**config.mk**
```make
export PLATFORM = sky130hd
export DESIGN_NAME = lcd_image_window_flat
export DESIGN_NICKNAME = d
export VERILOG_FILES = /design/src/rtl/lcd_image_window_if.sv /design/src/rtl/lcd_image_window.sv /design/src/flat_wrapper.sv
export SDC_FILE = /design/constraint.sdc
export NUM_CORES = 1
export LEC_CHECK = 0
export BUFFER_PORTS_ARGS = -buffer_cell sky130_fd_sc_hd__buf_4
export CAP_MARGIN = 0
export CORE_ASPECT_RATIO = 0.6
export CORE_MARGIN = 2
export CORE_UTILIZATION = 58
export CTS_CLUSTER_SIZE = 25
export DETAILED_ROUTE_END_ITERATION = 8
export GPL_TIMING_DRIVEN = 0
export PLACE_DENSITY = 0.84
export SLEW_MARGIN = 30
export SYNTH_ARGS = -nofsm -noshare
export SYNTH_HDL_FRONTEND = slang
export SYNTH_SLANG_ARGS = --single-unit
```
**constraint.sdc**
```tcl
create_clock -name iCLK -period 7.7 [get_ports iCLK]
set_clock_uncertainty 0.15 [all_clocks]
set_input_delay 0.77 -clock iCLK [delete_from_list [all_inputs] [get_ports iCLK]]
set_output_delay 0.77 -clock iCLK [all_outputs]
set_load 0.02 [all_outputs]
```
**src/rtl/lcd_image_window_if.sv**
```systemverilog
// Pixel-source bus: raster coordinates and window offsets in, ROM address/data,
// and the formatted RGB888 pixel out.
interface lcd_image_window_if #(
    parameter int unsigned ADDR_W = 19
);
    logic              lcd_de;
    logic [10:0]       lcd_xpos;
    logic [10:0]       lcd_ypos;
    logic [10:0]       img_x0;
    logic [10:0]       img_y0;
    logic [ADDR_W-1:0] rom_addr;
    logic              rom_rd;
    logic [23:0]       rom_q;
    logic [23:0]       lcd_data;
    logic              lcd_data_vld;

    modport master (
        input  lcd_de, lcd_xpos, lcd_ypos, img_x0, img_y0, rom_q,
        output rom_addr, rom_rd, lcd_data, lcd_data_vld
    );

    modport slave (
        output lcd_de, lcd_xpos, lcd_ypos, img_x0, img_y0, rom_q,
        input  rom_addr, rom_rd, lcd_data, lcd_data_vld
    );
endinterface

```
**src/rtl/lcd_image_window.sv**
```systemverilog
// Places an IMG_W x IMG_H ROM image at a frame-latched offset on the raster and
// expands the ROM pixel format to RGB888, keeping data aligned with lcd_de.
module lcd_image_window #(
    parameter int unsigned H_DISP   = 640,
    parameter int unsigned V_DISP   = 480,
    parameter int unsigned IMG_W    = 640,
    parameter int unsigned IMG_H    = 480,
    parameter int unsigned ADDR_W   = 19,
    parameter int unsigned ROM_LAT  = 1,
    parameter int unsigned MODE     = 0,
    parameter logic [23:0] BG_COLOR = 24'h000000
) (
    input logic                iCLK,
    input logic                iRST,
    lcd_image_window_if.master bus
);
    localparam logic [11:0]       X_MAX     = 12'(H_DISP - IMG_W);
    localparam logic [11:0]       Y_MAX     = 12'(V_DISP - IMG_H);
    localparam logic [11:0]       W12       = 12'(IMG_W);
    localparam logic [11:0]       H12       = 12'(IMG_H);
    localparam logic [ADDR_W-1:0] LAST_ADDR = ADDR_W'(IMG_W * IMG_H - 1);
    localparam int unsigned       DLY       = ROM_LAT + 1;

    logic [11:0]       r_x0;
    logic [11:0]       r_y0;
    logic [ADDR_W-1:0] r_addr_cnt;
    logic [ADDR_W-1:0] r_rom_addr;
    logic              r_rom_rd;
    logic [DLY-1:0]    r_win_dly;
    logic [DLY-1:0]    r_de_dly;
    logic [23:0]       r_lcd_data;
    logic              r_lcd_data_vld;

    logic [11:0]       w_xpos;
    logic [11:0]       w_ypos;
    logic [11:0]       w_x0_clamp;
    logic [11:0]       w_y0_clamp;
    logic [11:0]       w_x0;
    logic [11:0]       w_y0;
    logic              w_fs;
    logic              w_in_win;
    logic [ADDR_W-1:0] w_cnt;
    logic [23:0]       w_pix;

    assign w_xpos = {1'b0, bus.lcd_xpos};
    assign w_ypos = {1'b0, bus.lcd_ypos};
    assign w_fs   = bus.lcd_de && (bus.lcd_xpos == 11'd0) && (bus.lcd_ypos == 11'd0);

    // Clamp keeps the whole window on-raster so a linear count matches raster order.
    assign w_x0_clamp = ({1'b0, bus.img_x0} > X_MAX) ? X_MAX : {1'b0, bus.img_x0};
    assign w_y0_clamp = ({1'b0, bus.img_y0} > Y_MAX) ? Y_MAX : {1'b0, bus.img_y0};

    // The frame-start pixel already uses the new offsets and a fresh count.
    assign w_x0  = w_fs ? w_x0_clamp : r_x0;
    assign w_y0  = w_fs ? w_y0_clamp : r_y0;
    assign w_cnt = w_fs ? '0 : r_addr_cnt;

    assign w_in_win = bus.lcd_de &&
                      (w_xpos >= w_x0) && (w_xpos < w_x0 + W12) &&
                      (w_ypos >= w_y0) && (w_ypos < w_y0 + H12);

    always_comb begin
        w_pix = bus.rom_q;
        case (MODE)
            1:       w_pix = {bus.rom_q[7:0], bus.rom_q[7:0], bus.rom_q[7:0]};
            2:       w_pix = {bus.rom_q[15:11], bus.rom_q[15:13],
                              bus.rom_q[10:5],  bus.rom_q[10:9],
                              bus.rom_q[4:0],   bus.rom_q[4:2]};
            default: w_pix = bus.rom_q;
        endcase
    end

    always_ff @(posedge iCLK or posedge iRST) begin
        if (iRST) begin
            r_x0           <= '0;
            r_y0           <= '0;
            r_addr_cnt     <= '0;
            r_rom_addr     <= '0;
            r_rom_rd       <= 1'b0;
            r_win_dly      <= '0;
            r_de_dly       <= '0;
            r_lcd_data     <= '0;
            r_lcd_data_vld <= 1'b0;
        end else begin
            if (w_fs) begin
                r_x0 <= w_x0_clamp;
                r_y0 <= w_y0_clamp;
            end

            if (w_in_win) begin
                r_rom_addr <= w_cnt;
                r_addr_cnt <= (w_cnt == LAST_ADDR) ? '0 : w_cnt + 1'b1;
            end else if (w_fs) begin
                r_addr_cnt <= '0;
            end
            r_rom_rd <= w_in_win;

            // DLY stages line the window/de flags up with rom_q.
            r_win_dly <= {r_win_dly[DLY-2:0], w_in_win};
            r_de_dly  <= {r_de_dly[DLY-2:0], bus.lcd_de};

            if (r_win_dly[DLY-1]) begin
                r_lcd_data <= w_pix;
            end else if (r_de_dly[DLY-1]) begin
                r_lcd_data <= BG_COLOR;
            end else begin
                r_lcd_data <= '0;
            end
            r_lcd_data_vld <= r_de_dly[DLY-1];
        end
    end

    assign bus.rom_addr     = r_rom_addr;
    assign bus.rom_rd       = r_rom_rd;
    assign bus.lcd_data     = r_lcd_data;
    assign bus.lcd_data_vld = r_lcd_data_vld;
endmodule

```
**src/flat_wrapper.sv**
```systemverilog
// flat-port wrapper written by rule: the top's interface ports become plain ports
module lcd_image_window_flat 
#(
    parameter int unsigned H_DISP   = 640,
    parameter int unsigned V_DISP   = 480,
    parameter int unsigned IMG_W    = 640,
    parameter int unsigned IMG_H    = 480,
    parameter int unsigned ADDR_W   = 19,
    parameter int unsigned ROM_LAT  = 1,
    parameter int unsigned MODE     = 0,
    parameter logic [23:0] BG_COLOR = 24'h000000
)
  (iCLK, iRST, bus_lcd_de, bus_lcd_xpos, bus_lcd_ypos, bus_img_x0, bus_img_y0, bus_rom_q, bus_rom_addr, bus_rom_rd, bus_lcd_data, bus_lcd_data_vld);
  lcd_image_window_if #(.ADDR_W(ADDR_W)) bus_i ();
  input logic iCLK;
  input logic iRST;
  input wire logic [$bits(bus_i.lcd_de)-1:0] bus_lcd_de;
  input wire logic [$bits(bus_i.lcd_xpos)-1:0] bus_lcd_xpos;
  input wire logic [$bits(bus_i.lcd_ypos)-1:0] bus_lcd_ypos;
  input wire logic [$bits(bus_i.img_x0)-1:0] bus_img_x0;
  input wire logic [$bits(bus_i.img_y0)-1:0] bus_img_y0;
  input wire logic [$bits(bus_i.rom_q)-1:0] bus_rom_q;
  output wire logic [$bits(bus_i.rom_addr)-1:0] bus_rom_addr;
  output wire logic [$bits(bus_i.rom_rd)-1:0] bus_rom_rd;
  output wire logic [$bits(bus_i.lcd_data)-1:0] bus_lcd_data;
  output wire logic [$bits(bus_i.lcd_data_vld)-1:0] bus_lcd_data_vld;
  assign bus_i.lcd_de = bus_lcd_de;
  assign bus_i.lcd_xpos = bus_lcd_xpos;
  assign bus_i.lcd_ypos = bus_lcd_ypos;
  assign bus_i.img_x0 = bus_img_x0;
  assign bus_i.img_y0 = bus_img_y0;
  assign bus_i.rom_q = bus_rom_q;
  assign bus_rom_addr = bus_i.rom_addr;
  assign bus_rom_rd = bus_i.rom_rd;
  assign bus_lcd_data = bus_i.lcd_data;
  assign bus_lcd_data_vld = bus_i.lcd_data_vld;
  lcd_image_window #(.H_DISP(H_DISP), .V_DISP(V_DISP), .IMG_W(IMG_W), .IMG_H(IMG_H), .ADDR_W(ADDR_W), .ROM_LAT(ROM_LAT), .MODE(MODE), .BG_COLOR(BG_COLOR)) u_core (.iCLK(iCLK), .iRST(iRST), .bus(bus_i));
endmodule
```
==> impl_metrics.tcl, run 1 <==
set metrics [dict create \
    final-setup-viol-count 0 \
    start_util_pct 59.6 \
    numCtsBuffers 9 \
    synth-seq-cells 91 \
    seq_area_sq_mm 0.00228 \
    syn_area_sq_mm 0.00470 \
    cts_tree "built" \
    drtIter0Drc 381 \
    leakage_nw 2.97 \
    yosys.area.top_type "dfrtp_1" \
    grt_pass1_wl_um 19300 \
    cts_root_buffer "clkbuf_16" \
    rows 25 \
    cpMaxStageDelayCell "a31oi_1" \
    cp-end-kind "flip-flop" \
    grt_max_degree 57 \
    port_buffers 93 \
    avgSynthCellArea_sq_um 10.5 \
    fin_nets 657 \
    fin_crit_sh_pct 79.1 \
    gp_congestion 0.931 \
    design.core.area_sq_mm 0.00788 \
    wl_met1_um 5280 \
    fillers 582 \
    dpl.hpwl_um 8720 \
    clock_latency_ps 340 \
    drv_slew 0 \
    multi_input_area_sq_mm 0.00223 \
    yosys.area.top_type_share_pct 48.4 \
    powerDensity_mw_per_mm2 187 \
    hold_violations 0 \
    synth_edf_count 0 \
    run_status "completed" \
    ys.flop_type "dfrtp_1" \
    crit_fanout 10 \
    netlist_instances 448 \
    clock_sinks 91 \
    min_period_ps 6090 \
    dieArea_sq_mm 0.00886 \
    cp_slowest_stage_delay_ps 610 \
    yosys-top-cells-area "dfrtp_1 (48%), ha_1 (8.8%), and2_1 (5.7%)" \
    seq_area_frac_synth_pct 48.4 \
    grt_usage_pct 28.3 \
    area_growth_pct 24.7 \
    drive_gt1_share_pct 26.2 \
    syn_nets 552 \
    post-cts-setup-buffer-count 0 \
    ctsHoldBuffers 0 \
    fmax_ghz 0.164 \
    cap_violations 0 \
    boundaryPins 116 \
    cts_resized 0 \
    gr-total-overflow 0 \
    ys_types 56 \
    avgRoutedWirePerCell_um 17.8 \
    clockBufferDepth 2 \
    crit_required_ps 7780 \
    critPathKind "in2reg" \
    wl_um 11800 \
    yosysWarnings 0 \
    async_flop_share_pct 100 \
    fp.dieH_um 73.7 \
    dr.pass1.iters 5 \
    min_path_type "reg2reg" \
    tightest_slew_ps 804 \
    hold_depth 0 \
    vdd.ir_drop.worst_uv 118 \
    setup_ws_ps 1610 \
    place_ws_ps 1510 \
    clkSlewWorstSetupHoldPaths_ps 60 \
    cp-start-kind "input port" \
    highest_layer "met4" \
    route.met2.wl_um 5170 \
    diodes 0 \
    cp.arrival_ps 6170 \
    die_x_um 120 \
    final.setup.tns_ps 0 \
    via_per_inst 5.94 \
    antenna_found_initial 0 \
    crit_top_cell "clkbuf_1" \
    postRouteAntennaNets 0 \
    relSlewSlack_pct 46.0 \
    dr_wl_met3_um 1170 \
    rsz0062_at_grt "false" \
    grt_pass1_vias 3853 \
    drc 0 \
    htree_levels 3 \
    reg2reg_depth 12 \
    num_vias 3953 \
    crit_chain "buf_4 -> or4_4 -> nor4_4 -> nand3_1 -> clkbuf_1 -> clkbuf_1 -> buf_1 -> nand2_1 -> ha_1 -> o21ai_0 -> a21oi_1 -> o31ai_1 -> nand3_1 -> a31oi_1 -> clkbuf_1 -> clkbuf_1 -> o21ai_0 -> o31ai_1" \
]
-- through the flow --
| step | hold slack (ps) | area, sq um | utilization [%] | power (mW) | std cells |
|---|---|---|---|---|---|
| finish | 197 | 5860 | 74.4 | 1.10 | 666 |
| global route | 215 | 5860 | 74.4 | 1.13 | 666 |
| CTS | 199 | 5860 | 74.4 | 1.10 | 666 |
| detailed placement | 186 | 5570 | 70.6 | 0.667 | 650 |
| global placement | 182 | 5530 | 70.2 | 0.659 | 649 |
| floorplan | 181 | 4700 | - | 0.602 | 448 |
-- synth_stat cells (all sizes together) (3+ instances only) --
master / instances
nor3: 6
inv: 27
a21boi: 6
dfrtp: 91
nand2: 31
buf: 8
o31ai: 16
o21ai: 21
and4: 3
and2: 43
a31o: 9
nand4: 5
a21oi: 16
or4: 6
ha: 33
a21o: 6
a31oi: 13
nand3: 16
and3: 9
nor4: 7
nor2: 19
clkbuf: 11
mux2: 8
xnor2: 3
xor2: 4
-- layer usage --
metal  track usage [%]  up-vias
li1                  -     1839
met1              39.7     1908
met2              41.7      176
met3              9.08       30
met4              9.82        0
met5                 0        -
-- layout make-up --
cell class | count | area share, %
multi-input cells | 311 | 38.1
clock buffers | 11 | 4.14
inverters | 27 | 1.81
clock inverters | 5 | 0.896
flip-flops and latches | 91 | 38.8
plain buffers | 19 | 1.52
repair buffers | 94 | 12.4
well taps | 108 | 2.31
-- sequential cells by signal (all words and copies together) (netlist names) --
name	count
u_core.r_de_dly	2
u_core.r_y0	12
u_core.r_addr_cnt	19
u_core.bus.lcd_data	24
u_core.r_x0	12
u_core.bus.lcd_data_vld	1
u_core.bus.rom_addr	19
u_core.r_win_dly	2
-- path summary, 6_finish.rpt --
path / start / end / slack, ps
worst max-delay path: bus_lcd_ypos[5] / u_core.r_addr_cnt[1] / 1610
worst min-delay path: u_core.r_de_dly[1] / u_core.bus.lcd_data_vld / 200
worst max register to register: u_core.r_y0[1] / u_core.r_addr_cnt[1] / 4080
worst min register to register: u_core.r_de_dly[1] / u_core.bus.lcd_data_vld / 200
max in group asynchronous: iRST / u_core.bus.rom_addr[12] / 6550
min in group asynchronous: iRST / u_core.r_addr_cnt[16] / 260
-- critical path: cells and delay by family --
kind                       cells  cell delay [ps]
AOI/OAI and AO/OA              6             1340
and+or+nand+nor                5             1610
buffers and inverters          6             2190
adders and majority gates      1              250
-- cells in the final DEF, fill, tap and decap left out, types with 9 or more instances in the layout --
cell type / n
nand2_1: 31
buf_4: 95
clkbuf_16: 9
clkbuf_1: 12
a31oi_1: 13
and3_1: 9
o31ai_1: 16
ha_1: 33
dfrtp_1: 91
inv_1: 26
nand3_1: 16
and2_1: 43
nor2_1: 18
o21ai_0: 21
a31o_2: 9
a21oi_1: 16
-- report_power, final --
part	switching [mW]	internal [mW]
Combinational	0.0839	0.0658
Sequential	0.0133	0.498
Clock	0.175	0.259
-- cell families (layout without fill, tap and decap cells) --
kind of cell	Yosys count	count (layout)	synth area share [%]
DFF	91	91	48.4
and+or+nand+nor	158	158	19.6
xor gates and xnor gates	7	7	1.30
muxes	10	10	2.34
AOI/OAI and AO/OA	103	103	15.5
buffers and inverters	46	156	4.05
adders and majority gates	33	33	8.78
Power figures use the tool's default switching activity.
==> inputs of run 2 (changes only) <==
--- a/config.mk
+++ b/config.mk
@@ -9,11 +9,11 @@
 export CAP_MARGIN = 0
 export CORE_ASPECT_RATIO = 0.6
 export CORE_MARGIN = 2
-export CORE_UTILIZATION = 58
+export CORE_UTILIZATION = 48
 export CTS_CLUSTER_SIZE = 25
 export DETAILED_ROUTE_END_ITERATION = 8
 export GPL_TIMING_DRIVEN = 0
-export PLACE_DENSITY = 0.84
+export PLACE_DENSITY = 0.74
 export SLEW_MARGIN = 30
 export SYNTH_ARGS = -nofsm -noshare
 export SYNTH_HDL_FRONTEND = slang
==> constraint.sdc (replaced) <==
create_clock -name iCLK -period 5.2 [get_ports iCLK]
set_clock_uncertainty 0.15 [all_clocks]
set_input_delay 0.52 -clock iCLK [delete_from_list [all_inputs] [get_ports iCLK]]
set_output_delay 0.52 -clock iCLK [all_outputs]
set_load 0.02 [all_outputs]
==> run 2 against run 1 <==
Register-to-register slack worse by 2300 ps. Die area increased by 20%. Routed wire length grew 3.3%.
==> impl_metrics.tcl, run 2 (same netlist as run 1, synthesis figures left out) <==
set metrics [dict create \
    run_status "completed" \
    port_buffers 93 \
    reg2reg_slack_ps 1830 \
    placed_area_sq_mm 0.00559 \
    drc 0 \
    grt_pass1_vias 3806 \
    final-setup-viol-count 0 \
    avgRoutedWirePerCell_um 17.7 \
    clock_latency_ps 340 \
    leakage_nw 2.99 \
    cap_violations 0 \
    via_per_inst 5.66 \
    largest_reg_flops 24 \
    rr_startpoint "u_core.r_y0[5]" \
    postRouteAntennaNets 0 \
    fin_nets 660 \
    grt_usage_pct 23.9 \
    cp-end-kind "flip-flop" \
    relSlewSlack_pct 38.2 \
    fin_area_sq_mm 0.00597 \
    gp_congestion 0.930 \
    clkSlewWorstSetupHoldPaths_ps 60 \
    drv_slew 0 \
    p_total_mw 1.62 \
    num_vias 3912 \
    boundaryPins 116 \
    grt_pass1_wl_um 19700 \
    die_x_um 132 \
    gr-total-overflow 0 \
    dpl.cell_count 672 \
    crit_required_ps 5270 \
    fmax_ghz 0.202 \
    reg2reg_depth 12 \
    stdcell_count 691 \
    combPwrFrac_pct 13.8 \
    clockBufferDepth 2 \
    cp-start-kind "input port" \
    switching_share_pct 25.5 \
    dpl.hpwl_um 9180 \
    min_period_ps 4960 \
    hold_violations 0 \
    fin_crit_sh_pct 95.4 \
    layout_common_cells "buf_4 (97), dfrtp_1 (91), and2_1 (43)" \
    dieArea_sq_mm 0.0106 \
    fp.dieH_um 80.7 \
    area_growth_pct 27.0 \
    cts_root_buffer "clkbuf_16" \
    wl_um 12200 \
    crit_start "bus_lcd_ypos[5]" \
    diodes 0 \
    vdd.ir_drop.worst_uv 196 \
    numCtsBuffers 9 \
    critPathKind "in2reg" \
    fillers 766 \
    cp.arrival_ps 5030 \
    rows 27 \
    antenna_found_initial 0 \
    crit_fanout 10 \
    design.core.area_sq_mm 0.00936 \
    powerDensity_mw_per_mm2 271 \
    tightest_slew_ps 920 \
    drtIter0Drc 435 \
    cts_tree "built" \
    clock_sinks 91 \
    htree_levels 3 \
    r2r_end "u_core.bus.rom_addr[16]" \
    min_path_type "in2async" \
    worstSetupEndpoint "u_core.bus.rom_addr[16]" \
    rsz0062_at_grt "false" \
    drive_gt1_share_pct 28.3 \
    seq_power_share_pct 46.7 \
    start_util_pct 50.2 \
    intPower_mw 1.21 \
    clkPwrFrac_pct 39.5 \
    dr.pass1.iters 5 \
    final_common_cell "buf_4" \
    grt_max_degree 54 \
    hold_slack_ps 23.2 \
    final.setup.tns_ps 0 \
    power.switching_mw 0.413 \
]
==> run 2: per-layer routing <==
metal / up-vias / wire length (um) / global-route usage [%]
met1: 1883 / 5940 / 35.2
li1: 1845 / - / -
met5: - / 0 / 0
met3: 19 / 784 / 5.68
met2: 165 / 5390 / 35.2
met4: 0 / 126 / 6.20
==> run 2: metrics by stage <==
stage	util, %	setup slack [ps]
floorplan	-	488
global placement	59.4	-713
detailed placement	59.8	-811
CTS	63.3	33.8
global route	63.8	10.6
finish	63.8	241
==> run 2: timing repair <==
item                                    4_1_cts  5_1_grt
hold buffers                                  0        0
pin swaps                                     0        2
buffers inserted                              0        3
gates resized for setup                       7       11
endpoints found under the setup margin       39       31
cloned                                        0        0
==> run 2: layout make-up <==
cell class,instances,area [sq um],share of cell area (%)
Buffer,19,101,1.70
Multi-Input combinational cell,311,2280,38.2
Timing Repair Buffer,97,748,12.5
Inverter,27,106,1.78
Clock inverter,7,68.8,1.15
Clock buffer,9,225,3.77
Sequential cell,91,2280,38.2
Tap cell,130,163,2.73
==> run 2: worst min path at each step <==
stage,start,end,slack [ps],cells past startpoint
3_3_place_gp,u_core.r_de_dly[0],u_core.r_de_dly[1],180,0
3_5_place_dp,u_core.r_de_dly[0],u_core.r_de_dly[1],190,0
6_report,iRST,u_core.bus.rom_addr[16],20,2
5_1_grt,iRST,u_core.bus.rom_addr[16],50,2
2_1_floorplan,u_core.r_de_dly[1],u_core.bus.lcd_data_vld,180,0
4_1_cts,iRST,u_core.bus.rom_addr[17],30,2
==> run 2: worst max-delay path, stage by stage <==
cell,delay [ps]
buf_4,130
or4_4,540
nor4_4,330
nand3_4,140
clkbuf_4,230
buf_2,230
buf_2,230
and2_1,200
ha_1,220
xor2_1,170
ha_1,210
nor4_1,220
o21ai_0,120
a31o_2,270
a2111o_4,530
nor2_4,190
buf_6,190
mux2_2,340
==> run 2: power by group through the flow <==
stage	Clock (mW)	Sequential, mW	Combinational (mW)
after global placement	0	0.768	0.210
after CTS	0.654	0.757	0.222
after floorplan	0	0.785	0.106
final	0.641	0.757	0.223
after global routing	0.685	0.761	0.244
after detailed placement	0	0.769	0.219
